File: src/rtl/stack_alu_if.sv
// Command/status bundle between the CPU control sequencer and the stack/ALU unit.
interface stack_alu_if #(
  parameter int WIDTH = 16,
  parameter int DEPTH = 8
);
  localparam int CW = $clog2(DEPTH + 1);

  logic             cmd_valid;
  logic [2:0]       cmd;
  logic [WIDTH-1:0] din;
  logic [WIDTH-1:0] qtop;
  logic [WIDTH-1:0] qnext;
  logic [CW-1:0]    count;
  logic             empty;
  logic             full;
  logic             carry;
  logic             err;
  logic [1:0]       err_code;

  modport master (
    output cmd_valid, cmd, din,
    input  qtop, qnext, count, empty, full, carry, err, err_code
  );

  modport slave (
    input  cmd_valid, cmd, din,
    output qtop, qnext, count, empty, full, carry, err, err_code
  );
endinterface

File: src/rtl/stack_alu_unit.sv
// Parametrised operand stack with push/pop/dup/swap/add/sub, occupancy status
// and sticky first-error reporting.
module stack_alu_unit #(
  parameter int WIDTH = 16,
  parameter int DEPTH = 8
) (
  input  logic      clk,
  input  logic      reset,
  stack_alu_if.slave bus
);
  localparam int CW = $clog2(DEPTH + 1);
  localparam int AW = (DEPTH > 1) ? $clog2(DEPTH) : 1;

  localparam logic [2:0] OP_NOP    = 3'b000;
  localparam logic [2:0] OP_PUSH   = 3'b001;
  localparam logic [2:0] OP_POP    = 3'b010;
  localparam logic [2:0] OP_DUP    = 3'b011;
  localparam logic [2:0] OP_ADD    = 3'b100;
  localparam logic [2:0] OP_SUB    = 3'b101;
  localparam logic [2:0] OP_SWAP   = 3'b110;
  localparam logic [2:0] OP_CLRERR = 3'b111;

  localparam logic [1:0] CODE_OVF = 2'b01;
  localparam logic [1:0] CODE_UNF = 2'b10;

  logic [WIDTH-1:0] mem [DEPTH];

  logic [CW-1:0] cnt_q, cnt_n;
  logic          carry_q, carry_n;
  logic          err_q, err_n;
  logic [1:0]    code_q, code_n;

  logic          we0, we1;
  logic [AW-1:0] wa0, wa1;
  logic [WIDTH-1:0] wd0, wd1;

  logic [AW-1:0]    tidx, nidx, wptr;
  logic [WIDTH-1:0] top_v, nxt_v;
  logic [WIDTH:0]   sum, diff;
  logic             is_empty, is_full, lt2;
  logic             ovf, unf;

  // Top lives at count-1, next at count-2; the pointer truncation is only
  // consumed when the matching occupancy condition holds.
  assign tidx = AW'(cnt_q - CW'(1));
  assign nidx = AW'(cnt_q - CW'(2));
  assign wptr = AW'(cnt_q);

  assign is_empty = (cnt_q == '0);
  assign is_full  = (cnt_q == CW'(DEPTH));
  assign lt2      = (cnt_q < CW'(2));

  assign top_v = is_empty ? '0 : mem[tidx];
  assign nxt_v = lt2      ? '0 : mem[nidx];

  assign sum  = {1'b0, nxt_v} + {1'b0, top_v};
  assign diff = {1'b0, nxt_v} - {1'b0, top_v};

  always_comb begin
    cnt_n   = cnt_q;
    carry_n = carry_q;
    err_n   = err_q;
    code_n  = code_q;
    we0     = 1'b0;
    wa0     = wptr;
    wd0     = bus.din;
    we1     = 1'b0;
    wa1     = nidx;
    wd1     = top_v;
    ovf     = 1'b0;
    unf     = 1'b0;

    if (bus.cmd_valid) begin
      unique case (bus.cmd)
        OP_NOP: ;
        OP_PUSH: begin
          if (is_full) ovf = 1'b1;
          else begin
            we0   = 1'b1;
            cnt_n = cnt_q + CW'(1);
          end
        end
        OP_POP: begin
          if (is_empty) unf = 1'b1;
          else cnt_n = cnt_q - CW'(1);
        end
        OP_DUP: begin
          if (is_empty) unf = 1'b1;
          else if (is_full) ovf = 1'b1;
          else begin
            we0   = 1'b1;
            wd0   = top_v;
            cnt_n = cnt_q + CW'(1);
          end
        end
        OP_ADD, OP_SUB: begin
          if (lt2) unf = 1'b1;
          else begin
            we0     = 1'b1;
            wa0     = nidx;
            wd0     = (bus.cmd == OP_ADD) ? sum[WIDTH-1:0] : diff[WIDTH-1:0];
            carry_n = (bus.cmd == OP_ADD) ? sum[WIDTH] : diff[WIDTH];
            cnt_n   = cnt_q - CW'(1);
          end
        end
        OP_SWAP: begin
          if (lt2) unf = 1'b1;
          else begin
            we0 = 1'b1;
            wa0 = tidx;
            wd0 = nxt_v;
            we1 = 1'b1;
          end
        end
        OP_CLRERR: begin
          err_n  = 1'b0;
          code_n = 2'b00;
        end
        default: ;
      endcase
    end

    // First error wins until CLRERR
    if (ovf || unf) begin
      err_n = 1'b1;
      if (!err_q) code_n = unf ? CODE_UNF : CODE_OVF;
    end
  end

  always_ff @(posedge clk) begin
    if (!reset) begin
      cnt_q   <= '0;
      carry_q <= 1'b0;
      err_q   <= 1'b0;
      code_q  <= 2'b00;
    end else begin
      cnt_q   <= cnt_n;
      carry_q <= carry_n;
      err_q   <= err_n;
      code_q  <= code_n;
    end
  end

  // Storage is never cleared; only the occupancy count decides what is valid.
  always_ff @(posedge clk) begin
    if (reset && we0) mem[wa0] <= wd0;
    if (reset && we1) mem[wa1] <= wd1;
  end

  assign bus.qtop     = top_v;
  assign bus.qnext    = nxt_v;
  assign bus.count    = cnt_q;
  assign bus.empty    = is_empty;
  assign bus.full     = is_full;
  assign bus.carry    = carry_q;
  assign bus.err      = err_q;
  assign bus.err_code = code_q;
endmodule

File: src/flat_wrapper.sv
// flat-port wrapper written by rule: the top's interface ports become plain ports
module stack_alu_unit_flat 
#(
  parameter int WIDTH = 16,
  parameter int DEPTH = 8
)
  (clk, reset, bus_cmd_valid, bus_cmd, bus_din, bus_qtop, bus_qnext, bus_count, bus_empty, bus_full, bus_carry, bus_err, bus_err_code);
  stack_alu_if #(.WIDTH(WIDTH), .DEPTH(DEPTH)) bus_i ();
  input  logic clk;
  input  logic reset;
  input wire logic [$bits(bus_i.cmd_valid)-1:0] bus_cmd_valid;
  input wire logic [$bits(bus_i.cmd)-1:0] bus_cmd;
  input wire logic [$bits(bus_i.din)-1:0] bus_din;
  output wire logic [$bits(bus_i.qtop)-1:0] bus_qtop;
  output wire logic [$bits(bus_i.qnext)-1:0] bus_qnext;
  output wire logic [$bits(bus_i.count)-1:0] bus_count;
  output wire logic [$bits(bus_i.empty)-1:0] bus_empty;
  output wire logic [$bits(bus_i.full)-1:0] bus_full;
  output wire logic [$bits(bus_i.carry)-1:0] bus_carry;
  output wire logic [$bits(bus_i.err)-1:0] bus_err;
  output wire logic [$bits(bus_i.err_code)-1:0] bus_err_code;
  assign bus_i.cmd_valid = bus_cmd_valid;
  assign bus_i.cmd = bus_cmd;
  assign bus_i.din = bus_din;
  assign bus_qtop = bus_i.qtop;
  assign bus_qnext = bus_i.qnext;
  assign bus_count = bus_i.count;
  assign bus_empty = bus_i.empty;
  assign bus_full = bus_i.full;
  assign bus_carry = bus_i.carry;
  assign bus_err = bus_i.err;
  assign bus_err_code = bus_i.err_code;
  stack_alu_unit #(.WIDTH(WIDTH), .DEPTH(DEPTH)) u_core (.clk(clk), .reset(reset), .bus(bus_i));
endmodule
File: config.mk
export PLATFORM = sky130hd
export DESIGN_NAME = stack_alu_unit_flat
export DESIGN_NICKNAME = d
export VERILOG_FILES = /design/src/rtl/stack_alu_if.sv /design/src/rtl/stack_alu_unit.sv /design/src/flat_wrapper.sv
export SDC_FILE = /design/constraint.sdc
export NUM_CORES = 1
export LEC_CHECK = 0
export BUFFER_PORTS_ARGS = -buffer_cell sky130_fd_sc_hd__buf_4
export CAP_MARGIN = 20
export CORE_ASPECT_RATIO = 0.5
export CORE_MARGIN = 5
export CORE_UTILIZATION = 42
export CTS_CLUSTER_SIZE = 16
export DETAILED_ROUTE_END_ITERATION = 10
export SETUP_SLACK_MARGIN = 0.1
export SLEW_MARGIN = 15
export SYNTH_ARGS = -nofsm -noshare
export SYNTH_HDL_FRONTEND = slang
export SYNTH_SLANG_ARGS = --single-unit
File: constraint.sdc
create_clock -name clk -period 12.2 [get_ports clk]
set_input_delay 0.61 -clock clk [delete_from_list [all_inputs] [get_ports clk]]
set_output_delay 0.61 -clock clk [all_outputs]
set_load 0.01 [all_outputs]
# [Word-level counts from Yosys, hierarchy flattened]
# Memory sizes are Yosys's and may differ from the RTL's.
# Cells that the tools add are included.
[totals] reg_bits=8 ramBits=128 latch_bits=0 rom_bits=0 out_inout_bits=42 word_cells=82 memories=1 input_bits=22
[mem_list] name="u_core.mem" words=8 width=16 read_ports=2 rd_ports_with_merged_regs=0 write_ports=2 line_no="stack_alu_unit.sv:26" source="logic [WIDTH-1:0] mem [DEPTH];"
[classes] mux=46 order_cmp=1 shifts=0 n_eq_ne=11 bitwise_logic=1 reduce_logical=13 mul=0 n_addsub=5 div=0
[op_table] cell="2-to-1 mux 16 bit" count=8
[op_table] cell="one-hot mux 16 bit (3 select lines)" count=1
[op_table] cell="2-to-1 mux 1 bit" count=20
[op_table] cell="adder 16 x 16 -> 17 bit" count=1
[op_table] cell="subtractor 16 x 16 -> 17 bit" count=1
[op_table] cell="2-to-1 mux 4 bit" count=4
[op_table] cell="one-hot mux 4 bit (4 select lines)" count=1
[op_table] cell="equality test 3 bit (second input constant)" count=4
[op_table] cell="2-to-1 mux 2 bit" count=5
[op_table] cell="2-to-1 mux 3 bit" count=3
[op_table] cell="equality test 3 x 2 -> 1 bit (second input constant)" count=2
[op_table] cell="inequality test 2 bit (second input constant)" count=3
[op_table] cell="one-hot mux 3 bit (2 select lines)" count=1
[op_table] cell="AND reduction 5 bit" count=1
[op_table] cell="adder 4 x 1 -> 4 bit (second input constant)" count=1
[op_table] cell="equality test 4 bit (second input constant)" count=1
[op_table] cell="logical NOT 4 bit" count=1
[op_table] cell="< comparator 4 x 2 -> 1 bit (second input constant)" count=1
[op_table] cell="one-hot mux 1 bit (2 select lines)" count=2
[op_table] cell="nonzero test 2 bit" count=2
[op_table] cell="nonzero test 4 bit" count=1
[op_table] cell="OR reduction 2 bit" count=2
[op_table] cell="subtractor 4 x 1 -> 4 bit (second input constant)" count=1
[op_table] cell="equality test 3 x 1 -> 1 bit (second input constant)" count=1
[op_table] cell="8 further kinds" count=9

# [Depth between registers and ports, before layout]
# Gate-level depths: netlist of the first run.
[depth] depth_word=8 depth_mapped=22 ltp_nobuf=16

# [Least setup slack after synthesis of the first run]
# OpenSTA, ideal clock, no wires.
[synth_timing] path_type="register to register" from="register u_core.cnt_q[1], in the netlist u_core.bus.count[1]" to="memory u_core.mem[0][10], data pin" required_time_ns=11.921 stages_incl_launch_ff=22 t_arrival_ns=4.940 setup_slack_ns=6.981 cell_sequence="dfxtp_1 buf_4 buf_4 buf_4 inv_1 ha_1 buf_4 buf_2 mux4_2 mux2i_1 or2_2 clkbuf_1 inv_1 fa_1 nor2b_1 o211ai_1 a211oi_1 o21ai_0 a21oi_1 o221a_2 a211oi_2 o22ai_1"
[synth_rtl] item="from (decl)" line_no="stack_alu_unit.sv:28" source="logic [CW-1:0] cnt_q, cnt_n;"
[synth_rtl] item="from (signal assigned)" line_no="stack_alu_unit.sv:137" source="cnt_q <= cnt_n;"
[synth_rtl] item="to (decl)" line_no="stack_alu_unit.sv:26"

==> results.cfg, run 1 <==
[clocking]
cts_setup_buffers = 0
cts-htree-levels = 4
clkTransAtPathRegs_ps = 60
cts_tree = built
clockBufferDepth = 2
cts-root-buf = clkbuf_16
clock-sinks = 136
cts_buffers = 17
clock_latency_ps = 430
cts_resized = 0
hold_buffers = 0

[pwr]
p_per_area_nw_per_um2 = 143
leakagePower_nw = 4.82
vdd_drop_max_mv = 0.0749

[detailed_routing]
drtIter0Drc = 1380
routed_wl_um = 38100
routed_via_density = 6.60
wl_per_cell_um = 27.5
vias = 9148
ant_nets = 0
first_pass_iters = 8
drcViolationCount = 0

[global_routing]
grt_use_total_pct = 26.1
grt_pass1_wl_um = 56300
antenna_found_initial = 1
grt_overflow_total = 0
grt_max_degree = 42
grt_pass1_vias = 8624

[critical_path]
critPathMaxStageDelay_ps = 920
path_cells = buf_4 -> inv_1 -> ha_2 -> buf_4 -> mux4_2 -> mux2i_1 -> nor2_1 -> inv_1 -> ha_1 -> nand4_1 -> nor4_1 -> a211oi_2 -> o22ai_2 -> a31oi_2 -> xnor2_1 -> a222oi_1 -> mux2i_1
required_ps = 12330
crit_type = reg -> reg
r2r_slack_ps = 5320
cp_top_family = simple AND/OR/NAND/NOR gates
critPathMaxFanout = 40
worst-path-buf-inv = 4
critPathArrivalTime_ps = 7010
endpoint_kind = flop
startpoint_type = flop
slowest_stage = a222oi_1

[yosys]
syn_area_um2 = 10600
synth_area_leaders = edfxtp_1, mux4_2, mux2i_1, ha_1, nor2_1
synth_ff_type = edfxtp_1
yosys_warnings = 0
synth_cells = 993
synth_top_area_cell = edfxtp_1
ys_ff_latch = 136
ys_seq_area_share_pct = 37.7
synth_cell_types = 84
synth_area_per_cell_um2 = 10.7
synth_fp_nets = 1057
synth_edf_count = 128
synthArstFlopShare_pct = 0
synth_top_area_share_pct = 36.2

[timing]
max_freq_mhz = 145
holdWs_ps = 490
setup_ws_ps = 5320
maxSlewHeadroom_pct = 25.1
drv_slew = 0
setup_viol = 0
hold_viol_final = 0
fin_crit_sh_pct = 56.4
finalSetupTns_ps = 0
max_slew.worst_pin.slew_ps = 1120
rsz0062_at_grt = false
skew_ps = 4.49
min_period_ps = 6880

[die]
die-area_um2 = 28800
start_util_pct = 42.4
rows = 41
io_pins = 64
die_h_um = 122
dieWidth_um = 235
core_um2 = 25000

[finish]
final_common_cell = edfxtp_1
instances_no_fill = 1387
final_cell_area_um2 = 12000
final_nets = 1094
final_cell_mix = edfxtp_1, nor2_1, buf_4
drive_gt1_share_pct = 24.7
syn2layout_area_growth_pct = 12.9
n_fill_cell = 2327
diodes = 0

[flow_run]
drv_cap = 0

[placed_design]
portBuffers = 63
placed_cell_area_um2 = 11400
place_hpwl_um = 27100
pre_cts_ws_ps = 5500
gp_congestion = 0.955
placed_cells = 1354

[status]
outcome = complete, no violations

[worst_hold_path]
min_path_type = in -> reg
-- Yosys cell counts (3+ instances only) --
library cell	instances
edfxtp_1	128
nor2_1	94
nand2_1	85
mux2i_1	76
a21oi_1	70
mux4_2	62
o21ai_0	53
inv_1	43
ha_1	40
clkbuf_1	34
mux2_2	30
nor3_1	18
o22ai_1	17
o31ai_1	17
buf_2	15
a22oi_1	12
a31oi_1	12
nand2b_1	11
xnor2_1	11
and2_1	10
or2_2	10
a211oi_1	8
buf_1	8
buf_4	8
dfxtp_1	8
nor2b_1	6
o211ai_1	6
o21ai_1	6
nand3_1	5
a21o_1	4
a221oi_1	4
a221oi_2	4
buf_6	4
nand4_1	4
o21a_1	4
a2111oi_0	3
o2111ai_1	3
or3_1	3
-- worst register-to-register path, cell delays in order, from the launching register on --
cell      delay [ps]
dfxtp_2          310
buf_4            520
inv_1            310
ha_2             680
buf_4            480
mux4_2           300
mux2i_1           90
nor2_1           860
inv_1            120
ha_1             500
nand4_1          250
nor4_1           440
a211oi_2         190
o22ai_2          130
a31oi_2           60
xnor2_1          230
a222oi_1         920
mux2i_1          180
-- cell type report --
class,count,area (um2),share of cell area [%]
multi-input cells,741,6110,51.0
flip-flops and latches,136,4010,33.4
repair buffers,89,672,5.60
well taps,344,430,3.59
clock buffers,18,429,3.58
clock inverters,14,174,1.45
inverters,45,169,1.41
-- sequential cells by signal, indices dropped and copies added (netlist names) --
signal	flops
u_core.bus.carry	1
u_core.bus.count	4
u_core.bus.err	1
u_core.bus.err_code	2
u_core.mem	128
-- power breakdown --
part	internal, mW	switching (mW)
logic	0.240	0.401
registers	0.523	0.00809
clock network	0.323	0.218
total	1.09	0.627
-- metal layers --
metal	GRT usage, %	share of wire [%]
met2	40.3	44
met4	8.60	3.0
met3	5.81	12
met5	0	0
met1	37.1	41
-- final timing paths --
kind / startpoint / to / cells after the start
worst max-delay path: u_core.bus.count[1] / u_core.mem[4][11] / 17
worst min-delay path: reset / u_core.bus.carry / 3
worst min register to register: u_core.bus.err_code[0] / u_core.bus.err_code[0] / 2
worst max register to register: u_core.bus.count[1] / u_core.mem[4][11] / 17
-- logic make-up after synthesis --
kind of cell / Yosys count / share of synthesized area (%)
XOR/XNOR: 13 / 1.07
AO/OA/AOI/OAI: 255 / 15.8
adder cells (fa/ha/maj): 42 / 5.09
AND/OR/NAND/NOR: 261 / 11.2
flip-flops: 136 / 37.7
multiplexers: 170 / 24.0
buffers and inverters: 116 / 5.15
-- metrics by stage --
step | power (mW) | utilization [%]
final | 1.71 | 47.9
after global routing | 1.78 | 47.9
after CTS | 1.69 | 47.9
after detailed placement | 1.16 | 45.5
after global placement | 1.16 | 45.5
after floorplan | 0.973 | -
Note: power is estimated with default switching activity, not from simulation.
==> run 2: changes to the inputs <==
- clock period: 12.2 -> 6.6 ns (I/O delays scaled with it)
==> results.cfg, run 2 (synthesis gave the netlist of run 1 again) <==
[timing]
min_period_ps = 5750
max_slew.worst_pin.slew_ps = 1170
setup_viol = 0
fin_crit_sh_pct = 87.1
holdWs_ps = 249
drv_slew = 0
finalSetupTns_ps = 0
rsz0062_at_grt = false
hold_viol_final = 0
maxSlewHeadroom_pct = 21.6
max_freq_mhz = 174
skew_ps = 14.5

[finish]
final_cell_mix = edfxtp_1, nor2_1, buf_4
syn2layout_area_growth_pct = 12.7
diodes = 0
fin_util_pct = 47.8
n_fill_cell = 2361
largest_reg_flops = 128
final_nets = 1098
drive_gt1_share_pct = 24.6
max_flop_register = u_core.mem
final_common_cell = edfxtp_1

[die]
start_util_pct = 42.4
dieWidth_um = 235
io_pins = 64
rows = 41
core_um2 = 25000
die_h_um = 122
die-area_um2 = 28800

[critical_path]
crit_type = reg -> reg
startpoint_type = flop
critPathMaxStageDelay_ps = 700
critPathMaxFanout = 16
required_ps = 6740
path_cells = inv_1 -> ha_2 -> buf_4 -> mux4_2 -> mux2i_1 -> or2_2 -> inv_1 -> fa_1 -> nor2b_1 -> o211ai_1 -> a211oi_1 -> o21ai_0 -> a21oi_1 -> o221a_2 -> a211oi_2 -> o22ai_1
endpoint_kind = flop
slowest_stage = ha_2
critPathArrivalTime_ps = 5890
r2r_cells = 16
cpMostUsedCell = inv_1

[clocking]
cts-htree-levels = 4
cts_tree = built
cts_resized = 0
cts_buffers = 17
clock_latency_ps = 430
clockBufferDepth = 2
cts-root-buf = clkbuf_16
clock-sinks = 136
hold_buffers = 0
cts_setup_buffers = 0
clkTransAtPathRegs_ps = 60

[pwr]
p_seq_share_pct = 31.6
p_per_area_nw_per_um2 = 257
leakagePower_nw = 4.82
pwr-share-comb_pct = 39.3
p_clk_share_pct = 29.1
power.internal_mw = 1.93
p_sw_share_pct = 37.1
p_total_mw = 3.07
vdd_drop_max_mv = 0.201
power.switching_mw = 1.14

[global_routing]
grt_overflow_total = 0
grt_pass1_wl_um = 54800
antenna_found_initial = 0
grt_pass1_vias = 8484
grt_use_total_pct = 25.6
grt_max_degree = 64

[detailed_routing]
routed_wl_um = 37400
wl_per_cell_um = 26.9
first_pass_iters = 7
drtIter0Drc = 1396
drcViolationCount = 0
routed_via_density = 6.45
ant_nets = 0
vias = 8975

[flow_run]
drv_cap = 0

[worst_hold_path]
hold_path_depth = 3
min_path_type = in -> reg

[status]
outcome = complete, no violations

[placed_design]
place_hpwl_um = 26300
gp_congestion = 0.929
portBuffers = 63
[run 2: area by class of cell]
class / count / area [um2] / area share, %
flip-flops and latches: 136 / 4010 / 33.5
repair buffers: 93 / 718 / 6.00
well taps: 344 / 430 / 3.59
inverters: 45 / 169 / 1.41
clock inverters: 13 / 103 / 0.857
multi-input cells: 741 / 6110 / 51.1
clock buffers: 19 / 433 / 3.62
[run 2: through the flow]
| step | area, um2 | setup WS, ps | std cells |
|---|---|---|---|
| 6_report | 12000 | 853 | 1391 |
| 5_1_grt | 12000 | 621 | 1391 |
| 4_1_cts | 11900 | 1020 | 1389 |
| 3_5_place_dp | 11400 | 1050 | 1357 |
| 3_3_place_gp | 11400 | 976 | 1357 |
| 2_1_floorplan | 10600 | 1380 | 993 |
[run 2: worst paths after layout]
check / from / end / slack (ps)
worst max-delay path: u_core.bus.count[1] / u_core.mem[0][10] / 850
worst min-delay path: reset / u_core.bus.carry / 250
worst max register to register: u_core.bus.count[1] / u_core.mem[0][10] / 850
worst min register to register: u_core.bus.err_code[0] / u_core.bus.err_code[0] / 470
[run 2: layer usage]
metal	track usage (%)	vias to the layer above	share of wire [%]
li1	-	3896	-
met1	35.0	4467	41
met2	39.4	561	44
met3	9.21	51	13
met4	6.20	0	2.1
met5	0	-	0
[run 2: worst max-delay path: cells and delay by family (launching register included)]
family	cells	cell delay [ps]
AOI/OAI and AO/OA	7	1850
adders and majority gates	2	1170
muxes	2	950
buffers and inverters	3	600
and+or+nand+nor	2	550
DFF	1	320
[run 2: power groups by stage]
stage | registers, mW | clock network (mW) | logic, mW
2_1_floorplan | 0.990 | 0 | 0.809
3_3_place_gp | 0.990 | 0 | 1.16
3_5_place_dp | 0.991 | 0 | 1.17
4_1_cts | 0.972 | 0.901 | 1.17
5_1_grt | 0.973 | 0.937 | 1.29
6_report | 0.973 | 0.895 | 1.21
==> run 3: changes to the inputs <==
- RECOVER_POWER: unset -> 100
==> results.cfg, run 3 (synthesis gave the netlist of run 1 again) <==
[timing]
fin_crit_sh_pct = 91.6
hold_viol_final = 0
maxSlewHeadroom_pct = 3.71
rsz0062_at_grt = false
setup_viol = 0
min_period_ps = 6040
max_freq_mhz = 165
drv_slew = 0
skew_ps = 18.2
max_slew.worst_pin.slew_ps = 1430
finalSetupTns_ps = 0

[global_routing]
grt_max_degree = 64
grt_use_total_pct = 25.6
grt_pass1_wl_um = 54800
grt_pass1_vias = 8484
antenna_found_initial = 0
grt_overflow_total = 0

[critical_path]
crit_type = reg -> reg
path_cells = inv_1 -> ha_2 -> nor2b_1 -> nand2b_1 -> clkbuf_1 -> inv_1 -> nor2_1 -> inv_1 -> ha_1 -> nor2b_1 -> o2111a_1 -> o311ai_0 -> a21oi_1 -> o21ai_0 -> a211o_1 -> a31o_1 -> mux2i_1
endpoint_kind = flop
slowest_stage = nor2_1
r2r_slack_ps = 560
critPathArrivalTime_ps = 6190
critPathMaxStageDelay_ps = 1020
startpoint_type = flop
required_ps = 6740
cpMostUsedCell = inv_1
critPathMaxFanout = 12
r2r_cells = 17

[placed_design]
gp_congestion = 0.929
placed_cells = 1357
portBuffers = 63
place_hpwl_um = 26300

[pwr]
p_clk_share_pct = 29.3
vdd_drop_max_mv = 0.200
p_seq_share_pct = 31.9
power.switching_mw = 1.13
p_sw_share_pct = 37.2
power.internal_mw = 1.91
pwr-share-comb_pct = 38.8
p_per_area_nw_per_um2 = 259
leakagePower_nw = 4.64

[die]
io_pins = 64
die-area_um2 = 28800
start_util_pct = 42.4
core_um2 = 25000
rows = 41
die_h_um = 122
dieWidth_um = 235

[finish]
diodes = 0
n_fill_cell = 2412
instances_no_fill = 1391
largest_reg_flops = 128
max_flop_register = u_core.mem
final_nets = 1098
final_common_cell = edfxtp_1
syn2layout_area_growth_pct = 10.9
final_cell_mix = edfxtp_1, nor2_1, nand2_1
drive_gt1_share_pct = 18.9

[detailed_routing]
routed_wl_um = 37500
ant_nets = 0
vias = 8939
first_pass_iters = 6
wl_per_cell_um = 26.9
routed_via_density = 6.43
drcViolationCount = 0
drtIter0Drc = 1321

[clocking]
clkTransAtPathRegs_ps = 60
clock_latency_ps = 430
cts-htree-levels = 4
cts-root-buf = clkbuf_16
cts_buffers = 17
cts_resized = 0
clockBufferDepth = 2
hold_buffers = 0
cts_setup_buffers = 0
cts_tree = built
clock-sinks = 136

[flow_run]
drv_cap = 0

[worst_hold_path]
min_path_type = in -> reg
hold_path_depth = 3

[status]
outcome = complete, no violations
==> run 3: layout make-up <==
type | count | area (um2) | share of cell area [%]
clock buffers | 19 | 433 | 3.67
clock inverters | 13 | 103 | 0.871
inverters | 45 | 169 | 1.43
multi-input cells | 741 | 6060 | 51.4
flip-flops and latches | 136 | 4010 | 34.0
well taps | 344 | 430 | 3.65
repair buffers | 93 | 583 | 4.95
==> run 3: stage by stage <==
step / hold slack [ps] / cell area (um2) / setup WS [ps] / power [mW] / utilization, %
floorplan: 468 / 10600 / 1380 / 1.80 / -
global placement: 459 / 11400 / 976 / 2.15 / 45.6
detailed placement: 469 / 11400 / 1050 / 2.16 / 45.6
CTS: 236 / 11900 / 1020 / 3.04 / 47.7
global route: 256 / 11800 / 366 / 3.18 / 47.1
finish: 265 / 11800 / 556 / 3.05 / 47.1
==> run 3: worst max-delay path: cells and delay by family, from the launching register on <==
family	cells	cell delay (ps)
and+or+nand+nor	4	1520
muxes	1	140
buffers and inverters	4	1180
adders and majority gates	2	690
AOI/OAI and AO/OA	6	1870
DFF	1	340
==> run 3: power groups by stage <==
stage	Sequential (mW)	Clock, mW	Combinational, mW
2_1_floorplan	0.990	0	0.809
3_3_place_gp	0.990	0	1.16
3_5_place_dp	0.991	0	1.17
4_1_cts	0.972	0.901	1.17
5_1_grt	0.973	0.937	1.27
6_report	0.973	0.893	1.18
==> run 3: final timing paths <==
check,start,endpoint
hold / removal,reset,u_core.bus.carry
hold reg to reg,u_core.bus.err_code[0],u_core.bus.err_code[0]
setup / recovery,u_core.bus.count[0],u_core.mem[5][12]
setup reg to reg,u_core.bus.count[0],u_core.mem[5][12]
==> run 3: routing by layer <==
metal	routed length, um	GRT usage, %
met1	15400	35.0
met2	16200	39.4
met3	5100	9.21
met4	825	6.20
met5	0	0
